### config.mk
export PLATFORM = sky130hd
export DESIGN_NAME = wb_burst_biu
export DESIGN_NICKNAME = d
export VERILOG_FILES = /design/src/rtl/wb_burst_biu.sv
export SDC_FILE = /design/constraint.sdc
export NUM_CORES = 1
export LEC_CHECK = 0
export ABC_CLOCK_PERIOD_IN_PS = 19900
export BUFFER_PORTS_ARGS = -buffer_cell sky130_fd_sc_hd__buf_2
export CORE_ASPECT_RATIO = 0.5
export CORE_MARGIN = 2
export CORE_UTILIZATION = 55
export CTS_BUF_LIST = sky130_fd_sc_hd__clkbuf_16
export DETAILED_ROUTE_END_ITERATION = 7
export PLACE_DENSITY_LB_ADDON = 0.15
export SLEW_MARGIN = 15
export SYNTH_ARGS = -nofsm -noshare
export SYNTH_HDL_FRONTEND = slang
export SYNTH_SLANG_ARGS = --single-unit
### constraint.sdc
create_clock -name i_wb_clk -period 19.9 [get_ports i_wb_clk]
set_clock_uncertainty 0.05 [all_clocks]
set_input_delay 3.98 -clock i_wb_clk [delete_from_list [all_inputs] [get_ports i_wb_clk]]
set_output_delay 3.98 -clock i_wb_clk [all_outputs]
set_load 0.02 [all_outputs]
### src/rtl/wb_burst_biu.sv
// rtl/wb_burst_biu.sv - Wishbone pipelined burst bus interface for cacheline fills and writebacks
module wb_burst_biu #(
    parameter int WB_DATA_WIDTH   = 32,
    parameter int WB_ADDR_WIDTH   = 32,
    parameter int LINE_WIDTH      = 128,
    parameter int MAX_OUTSTANDING = 2
) (
    input  logic                       i_wb_clk,
    input  logic                       i_wb_rst,
    input  logic                       i_wb_ack,
    input  logic                       i_wb_err,
    input  logic                       i_wb_stall,
    input  logic [WB_DATA_WIDTH-1:0]   i_wb_data,
    output logic                       o_wb_cyc,
    output logic                       o_wb_stb,
    output logic                       o_wb_we,
    output logic [WB_DATA_WIDTH/8-1:0] o_wb_sel,
    output logic [WB_ADDR_WIDTH-1:0]   o_wb_addr,
    output logic [WB_DATA_WIDTH-1:0]   o_wb_data,
    input  logic                       i_biu_en,
    input  logic                       i_biu_we,
    input  logic [WB_ADDR_WIDTH-1:0]   i_biu_addr,
    input  logic [LINE_WIDTH-1:0]      i_biu_data,
    input  logic [LINE_WIDTH/8-1:0]    i_biu_sel,
    output logic [LINE_WIDTH-1:0]      o_biu_data,
    output logic                       o_biu_busy,
    output logic                       o_biu_done,
    output logic                       o_biu_err
);
    localparam int N  = LINE_WIDTH / WB_DATA_WIDTH;
    localparam int B  = WB_DATA_WIDTH / 8;
    localparam int LB = $clog2(B);
    localparam int CW = $clog2(N) + 1;
    localparam logic [CW-1:0] BEATS     = CW'(N);
    localparam logic [CW-1:0] SLOT_MASK = CW'(N - 1);
    localparam logic [CW-1:0] MAX_OUT   = CW'(MAX_OUTSTANDING);
    localparam logic [WB_ADDR_WIDTH-1:0] OFF_MASK = WB_ADDR_WIDTH'(LINE_WIDTH / 8 - 1);
    localparam logic [WB_ADDR_WIDTH-1:0] IDX_MASK = WB_ADDR_WIDTH'(N - 1);

    typedef enum logic [1:0] {IDLE, REQS, ACKS, DONE} state_t;

    state_t                    state, state_n;
    logic                      we_q;
    logic [WB_ADDR_WIDTH-1:0]  base_q;
    logic [CW-1:0]             s_q;
    logic [LINE_WIDTH-1:0]     data_q;
    logic [LINE_WIDTH/8-1:0]   sel_q;
    logic                      err_q;
    logic [CW-1:0]             req_cnt, ack_cnt, outst;
    logic [CW-1:0]             req_cnt_n, ack_cnt_n, req_slot, ack_slot;
    logic                      busy, accept, ack_v, err_v;

    // Handshake qualification and wrap-order slot selection
    always_comb begin
        busy      = (state == REQS) || (state == ACKS);
        o_wb_stb  = (state == REQS) && (req_cnt < BEATS) && (outst < MAX_OUT);
        accept    = o_wb_stb && !i_wb_stall;
        err_v     = busy && i_wb_err;
        ack_v     = busy && (outst != '0) && i_wb_ack && !i_wb_err;
        req_cnt_n = req_cnt + CW'(accept);
        ack_cnt_n = ack_cnt + CW'(ack_v);
        req_slot  = (s_q + req_cnt) & SLOT_MASK;
        ack_slot  = (s_q + ack_cnt) & SLOT_MASK;
    end

    assign o_wb_cyc   = busy;
    assign o_biu_busy = busy;
    assign o_biu_done = (state == DONE);
    assign o_biu_err  = err_q && (state == DONE);
    assign o_wb_we    = we_q;
    assign o_wb_addr  = base_q | (WB_ADDR_WIDTH'(req_slot) << LB);
    assign o_wb_data  = data_q[int'(req_slot)*WB_DATA_WIDTH +: WB_DATA_WIDTH];
    assign o_wb_sel   = !busy ? '0 : (we_q ? sel_q[int'(req_slot)*B +: B] : '1);

    // State register
    always_ff @(posedge i_wb_clk or posedge i_wb_rst) begin
        if (i_wb_rst) state <= IDLE;
        else          state <= state_n;
    end

    // Next-state logic; error termination takes priority over acks
    always_comb begin
        state_n = state;
        case (state)
            IDLE: if (i_biu_en) state_n = REQS;
            REQS: begin
                if (err_v)                   state_n = DONE;
                else if (ack_cnt_n == BEATS) state_n = DONE;
                else if (req_cnt_n == BEATS) state_n = ACKS;
            end
            ACKS: if (err_v || ack_cnt_n == BEATS) state_n = DONE;
            DONE: if (!i_biu_en) state_n = IDLE;
            default: state_n = IDLE;
        endcase
    end

    // Request capture, beat counters and error flag
    always_ff @(posedge i_wb_clk or posedge i_wb_rst) begin
        if (i_wb_rst) begin
            we_q    <= 1'b0;
            base_q  <= '0;
            s_q     <= '0;
            data_q  <= '0;
            sel_q   <= '0;
            err_q   <= 1'b0;
            req_cnt <= '0;
            ack_cnt <= '0;
            outst   <= '0;
        end else if (state == IDLE) begin
            err_q <= 1'b0;
            if (i_biu_en) begin
                we_q    <= i_biu_we;
                base_q  <= i_biu_addr & ~OFF_MASK;
                s_q     <= CW'((i_biu_addr >> LB) & IDX_MASK);
                data_q  <= i_biu_data;
                sel_q   <= i_biu_sel;
                req_cnt <= '0;
                ack_cnt <= '0;
                outst   <= '0;
            end
        end else begin
            req_cnt <= req_cnt_n;
            ack_cnt <= ack_cnt_n;
            outst   <= outst + CW'(accept) - CW'(ack_v);
            if (err_v) err_q <= 1'b1;
        end
    end

    // Read line assembly; the line buffer keeps its contents across reset
    always_ff @(posedge i_wb_clk) begin
        if (ack_v && !we_q)
            o_biu_data[int'(ack_slot)*WB_DATA_WIDTH +: WB_DATA_WIDTH] <= i_wb_data;
    end
endmodule

======== Word-level counts from Yosys, hierarchy flattened ========
Cells that the tools add are included.
Widths: inputs -> output; s select.
word-level totals
  bits in registers ....................... 315
  output and inout port bits .............. 202
  logic and storage cells ................. 69
cells by class
  $add $sub $neg .......................... 7
  shift-type cells ........................ 4
  muxes and demuxes ....................... 16
  bitwise logic cells ..................... 1
  reduce and logical (&&, ||, !) cells .... 19
  $lt $le $gt $ge ......................... 2
  equality and inequality tests ........... 9
operators with widths
  operator                   count
  $bwmux 128                 1
  $shift 32x33->128 const A  1
  $shiftx 128x8->32          1
  $shiftx 32x33->128         1
  $neg 7->33                 1
  $or 32x4->32               1
  $shiftx 16x5->4            1
  $mux 2                     6
  $mux 3                     4
  $add 3x1->3                3
  $logic_and 1x1->1          9
  $mux 4                     2
  $pmux 2 s4                 1
  $eq 3x3->1 const B         2
  $add 2x2->2                2
  $eq 2x2->1 const B         2
  $ne 2x2->1 const B         2
  $ne 4x2->1 const B         1
  $reduce_and 4->1           1
  $logic_not 1->1            3
  $lt 3x2->1 const B         1
  $lt 3x3->1 const B         1
  $reduce_bool 3->1          1
  $sub 3x1->3                1
  7 further kinds            9

======== Logic depth before layout (Yosys ltp) ========
  word-level depth ........................ 10
  mapped depth ............................ 11

======== Worst setup path after synthesis ========
No wires, ideal clock.
  path type ............................... reg-to-output
  start ................................... register req_cnt[0]
  end ..................................... output o_wb_data[11]
  data arrival time ....................... 2.117 ns
  path buffers ............................ 2
  setup slack ............................. 13.753 ns
  stages on the path, launching flop included .. 5
  cell sequence ........................... dfrtp_1 > ha_1 > buf_2 > clkbuf_1 > mux4_2
between the ends
  cells in the longest elaborated chain, start to end .. 2
RTL lines
  item                    line  source
  start, declared         49    logic [CW-1:0] req_cnt, ack_cnt, outst;
  start signal, assigned  122   req_cnt <= req_cnt_n;
  $add 2x2->2             62    req_slot = (s_q + req_cnt) & SLOT_MASK;
  $shiftx 128x8->32       72    assign o_wb_data = data_q[int'(req_slot)*WB_DATA_WIDTH +: WB_DATA_WIDTH];
  end, declared           19    output logic [WB_DATA_WIDTH-1:0] o_wb_data,
No other way between the ends.

======== Worst setup path after layout ========
  start ................................... register req_cnt[0]
  end ..................................... output o_wb_sel[0]
between the ends
  cells in the longest elaborated chain, start to end .. 4
RTL lines
  item                  line  source
  $add 2x2->2           62
  $shiftx 16x5->4       73    assign o_wb_sel = !busy ? '0 : (we_q ? sel_q[int'(req_slot)*B +: B] : '1);
  $mux 4 (2 in series)  73
  end, declared         17    output logic [WB_DATA_WIDTH/8-1:0] o_wb_sel,
No other way between the ends.

==> key figures <==
Status
  • Status: completed

Route
  • Vias: 8,290
  • Routed wire length: 31,300 um
  • DR pass1 iterations: 4
  • Drt drc: 0
  • Wire length per cell: 20.1 um
  • Post-route antenna net violation count: 0
  • DRT iter0 DRCs: 477
  • Vias per inst: roughly 5.3

Floorplan
  • Die height: 113 um
  • Initial core utilization: 0.567
  • # rows: 39
  • Core ar.: 23,100 um2
  • Die Wd: 222 um
  • Die area: about 25,000 um2
  • Ports: 417

Clock network
  • Clock-pin transition on the worst setup and hold timing paths: ~60 ps
  • Hold_buf cts: 0
  • CTS Root Cell: clkbuf_16
  • CTS Sinks: 315
  • Setup bufs post-CTS: 0
  • Post-CTS sizing: 0
  • TritonCTS Buffers: 27
  • Clock buffer depth: 3
  • CTS tree: yes
  • H-tree Lvls: 1
  • Worst-skew pair later-pin latency: 550 ps

STA
  • Slew Limit Fails: 0
  • RSZ-0062 raised after global routing: no
  • Relative slew slack: 0.334
  • Final Hold Vio Count: 0
  • Fmax: 141 MHz
  • Final Critical Period: 7070 ps
  • Final worst path period share: 0.355
  • Worst-margin pin slew: 999 ps
  • Setup violations, final: 0
  • Post-route setup TNS: 0 ps

Placement
  • Placed instance area: 15,500 um2
  • IO Port Bufs: 412
  • Routability congestion estimate: 0.838
  • HPWL after DPL: 22,400 um

Min path
  • HP Class: reg -> reg
  • Hold path start: data_q[87]$_DFFE_PP0P_

Power
  • VDD IR max: 122 uV
  • Combinational power share: 0.464
  • Pwr Density: roughly 180 nW/um2
  • Tot Pwr: 0.00295 W
  • Sequential power share: 0.351
  • Power Internal: 0.00187 W
  • Pleak: 7.37 nW
  • Switching Share: 0.366
  • Clock power share: 0.185
  • P_sw: 0.00108 W

Final layout
  • Final Cell Area: 16,400 um2
  • Commonest non-fill, non-tap cell in the layout: buf_2
  • Count of nets after finishing: 1,454
  • Area delta synth->final: 25.2%
  • Share of cells above drive strength 1: 0.545
  • Commonest non-fill, non-tap cells in the layout: buf_2 (412), dfrtp_1 (187), mux2_2 (177)
  • Fillers: between 1.5k and 2k
  • Post-layout util: 0.710

Yosys
  • Cells after synthesis: 812
  • Multiplexer share of the synthesized area: 0.216
  • Synth area leader: dfrtp_1
  • Synth warnings: 0
  • Xor and xnor area share after synthesis: 0.00583
  • Post-synth EDFFs: 128
  • Synth Area in Compound Gates: 0.00822
  • Synth Flop Type: dfrtp_1
  • Mapped Area: 13,100 um2
  • Largest family of logic cells by synthesized area: multiplexers
  • Yosys top cell area share: 0.357
  • Avg Cell Area, Syn: 16.1 um2
  • Main area contributors after synthesis: dfrtp_1 (36%), edfxtp_1 (29%), mux2_2 (15%)
  • Synth Register Bits: 315
  • Netlist cell types: 39
  • Seq/Total Area, Yosys: 0.651
  • Simple-Gate Fraction of Synth Area: 0.0788
  • Async set-reset flop share out of synthesis: 0.594
  • Synth Area in Adders: 0.0187

Worst setup path
  • Startpoint Class: flop
  • CP required: 15,870 ps
  • Largest stage delay, worst path: 780 ps
  • Setup crit start: req_cnt[0]$_DFFE_PP0P_
  • Crit path DAT: about 3000 ps
  • Critical path class: reg -> out
  • Worst-path fanout max: 24
  • Crit. End Element: output port
  • Slowest CP cell: ha_2
  • CP cell instances: ha_2, buf_4, mux2i_1, nand3_1, and3_1, buf_2
  • Worst r2r src: state[0]$_DFFE_PP0P_

Global route
  • Global-route wire length before repair: 48,300 um
  • Total grt overflow: 0
  • Initial antenna violation count: 10
  • Vias in the first global route: 8,795
  • Maximum number of pins on one net before global-route repair: 112
  • All-Layer GR Usage: 0.249

Run
  • Max-cap violations: 0
## power by group through the flow
stage / clock network [W] / registers (W) / logic [W]
3_3_place_gp: 0 / 0.00103 / 0.00134
3_5_place_dp: 0 / 0.00105 / 0.00138
2_1_floorplan: 0 / 0.00107 / 0.000958
6_report: 0.000545 / 0.00103 / 0.00137
4_1_cts: 0.000556 / 0.00104 / 0.00138
5_1_grt: 0.000584 / 0.00106 / 0.00147
## cell usage after synthesis (all sizes together), types with 7 or more instances
master,count
buf,16
inv,17
and2,133
mux4,32
mux2,177
mux2i,9
dfrtp,187
nand3,8
edfxtp,128
clkbuf,30
nand2,10
o22ai,7
ha,18
## cell families (layout without fill, tap and decap cells)
logic type	count (synthesis)	in the layout
muxes	218	218
AOI/OAI and AO/OA	17	17
DFF	315	315
adders and majority gates	19	19
xor gates and xnor gates	7	7
other	1	12
and+or+nand+nor	172	172
buffers and inverters	63	491
## flip-flops by register name (all words and copies together) (netlist names)
register    cells
base_q         28
outst           3
data_q        128
ack_cnt         3
req_cnt         3
o_wb_we         1
sel_q          16
o_biu_data    128
state           2
s_q             2
err_q           1
## routing by layer
| layer | vias up | share of wire | wire length, um | global-route usage |
|---|---|---|---|---|
| met5 | - | 0 | 0 | 0 |
| li1 | 3738 | - | - | - |
| met2 | 312 | 0.50 | 15800 | 0.438 |
| met1 | 4184 | 0.40 | 12400 | 0.302 |
| met4 | 0 | 0.023 | 722 | 0.0694 |
| met3 | 56 | 0.078 | 2430 | 0.0774 |
## critical path: cells and delay by family (launching register included)
kind | cells | cell delay, ps
fa+ha+maj | 1 | 780
buf+inv | 2 | 660
flops | 1 | 410
simple gates | 2 | 370
mux | 1 | 260
## final timing paths
kind | depth (start not counted) | end | slack, ps
setup / recovery | 6 | o_wb_sel[0] | 12830
hold / removal | 1 | data_q[87]$_DFFE_PP0P_ | 450
setup reg to reg | 5 | data_q[116]$_DFFE_PP0P_ | 16770
hold reg to reg | 1 | data_q[87]$_DFFE_PP0P_ | 450
max in group asynchronous | 3 | base_q[14]$_DFFE_PP0P_ | 14590
min in group asynchronous | 2 | base_q[22]$_DFFE_PP0P_ | 3640
## metrics by stage
step                std cells  hold slack, ps  setup slack, ps
floorplan                 813             405            10780
global placement         1498             431            13360
detailed placement       1498             438            13370
CTS                      1548             454            12770
global route             1553             466            12610
finish                   1558             451            12830
## layout make-up
cell class                 count  area [um2]  share of cell area
inverter                      17        71.3             0.00435
tap                          307         384              0.0234
sequential                   315        8520               0.520
clock inverter                23         234              0.0143
timing repair buffer         424        2150               0.131
antenna                       10        25.0             0.00153
clock buffer                  27         676              0.0412
multi-input combinational    435        4330               0.264
(Power assumes the default switching activity.)
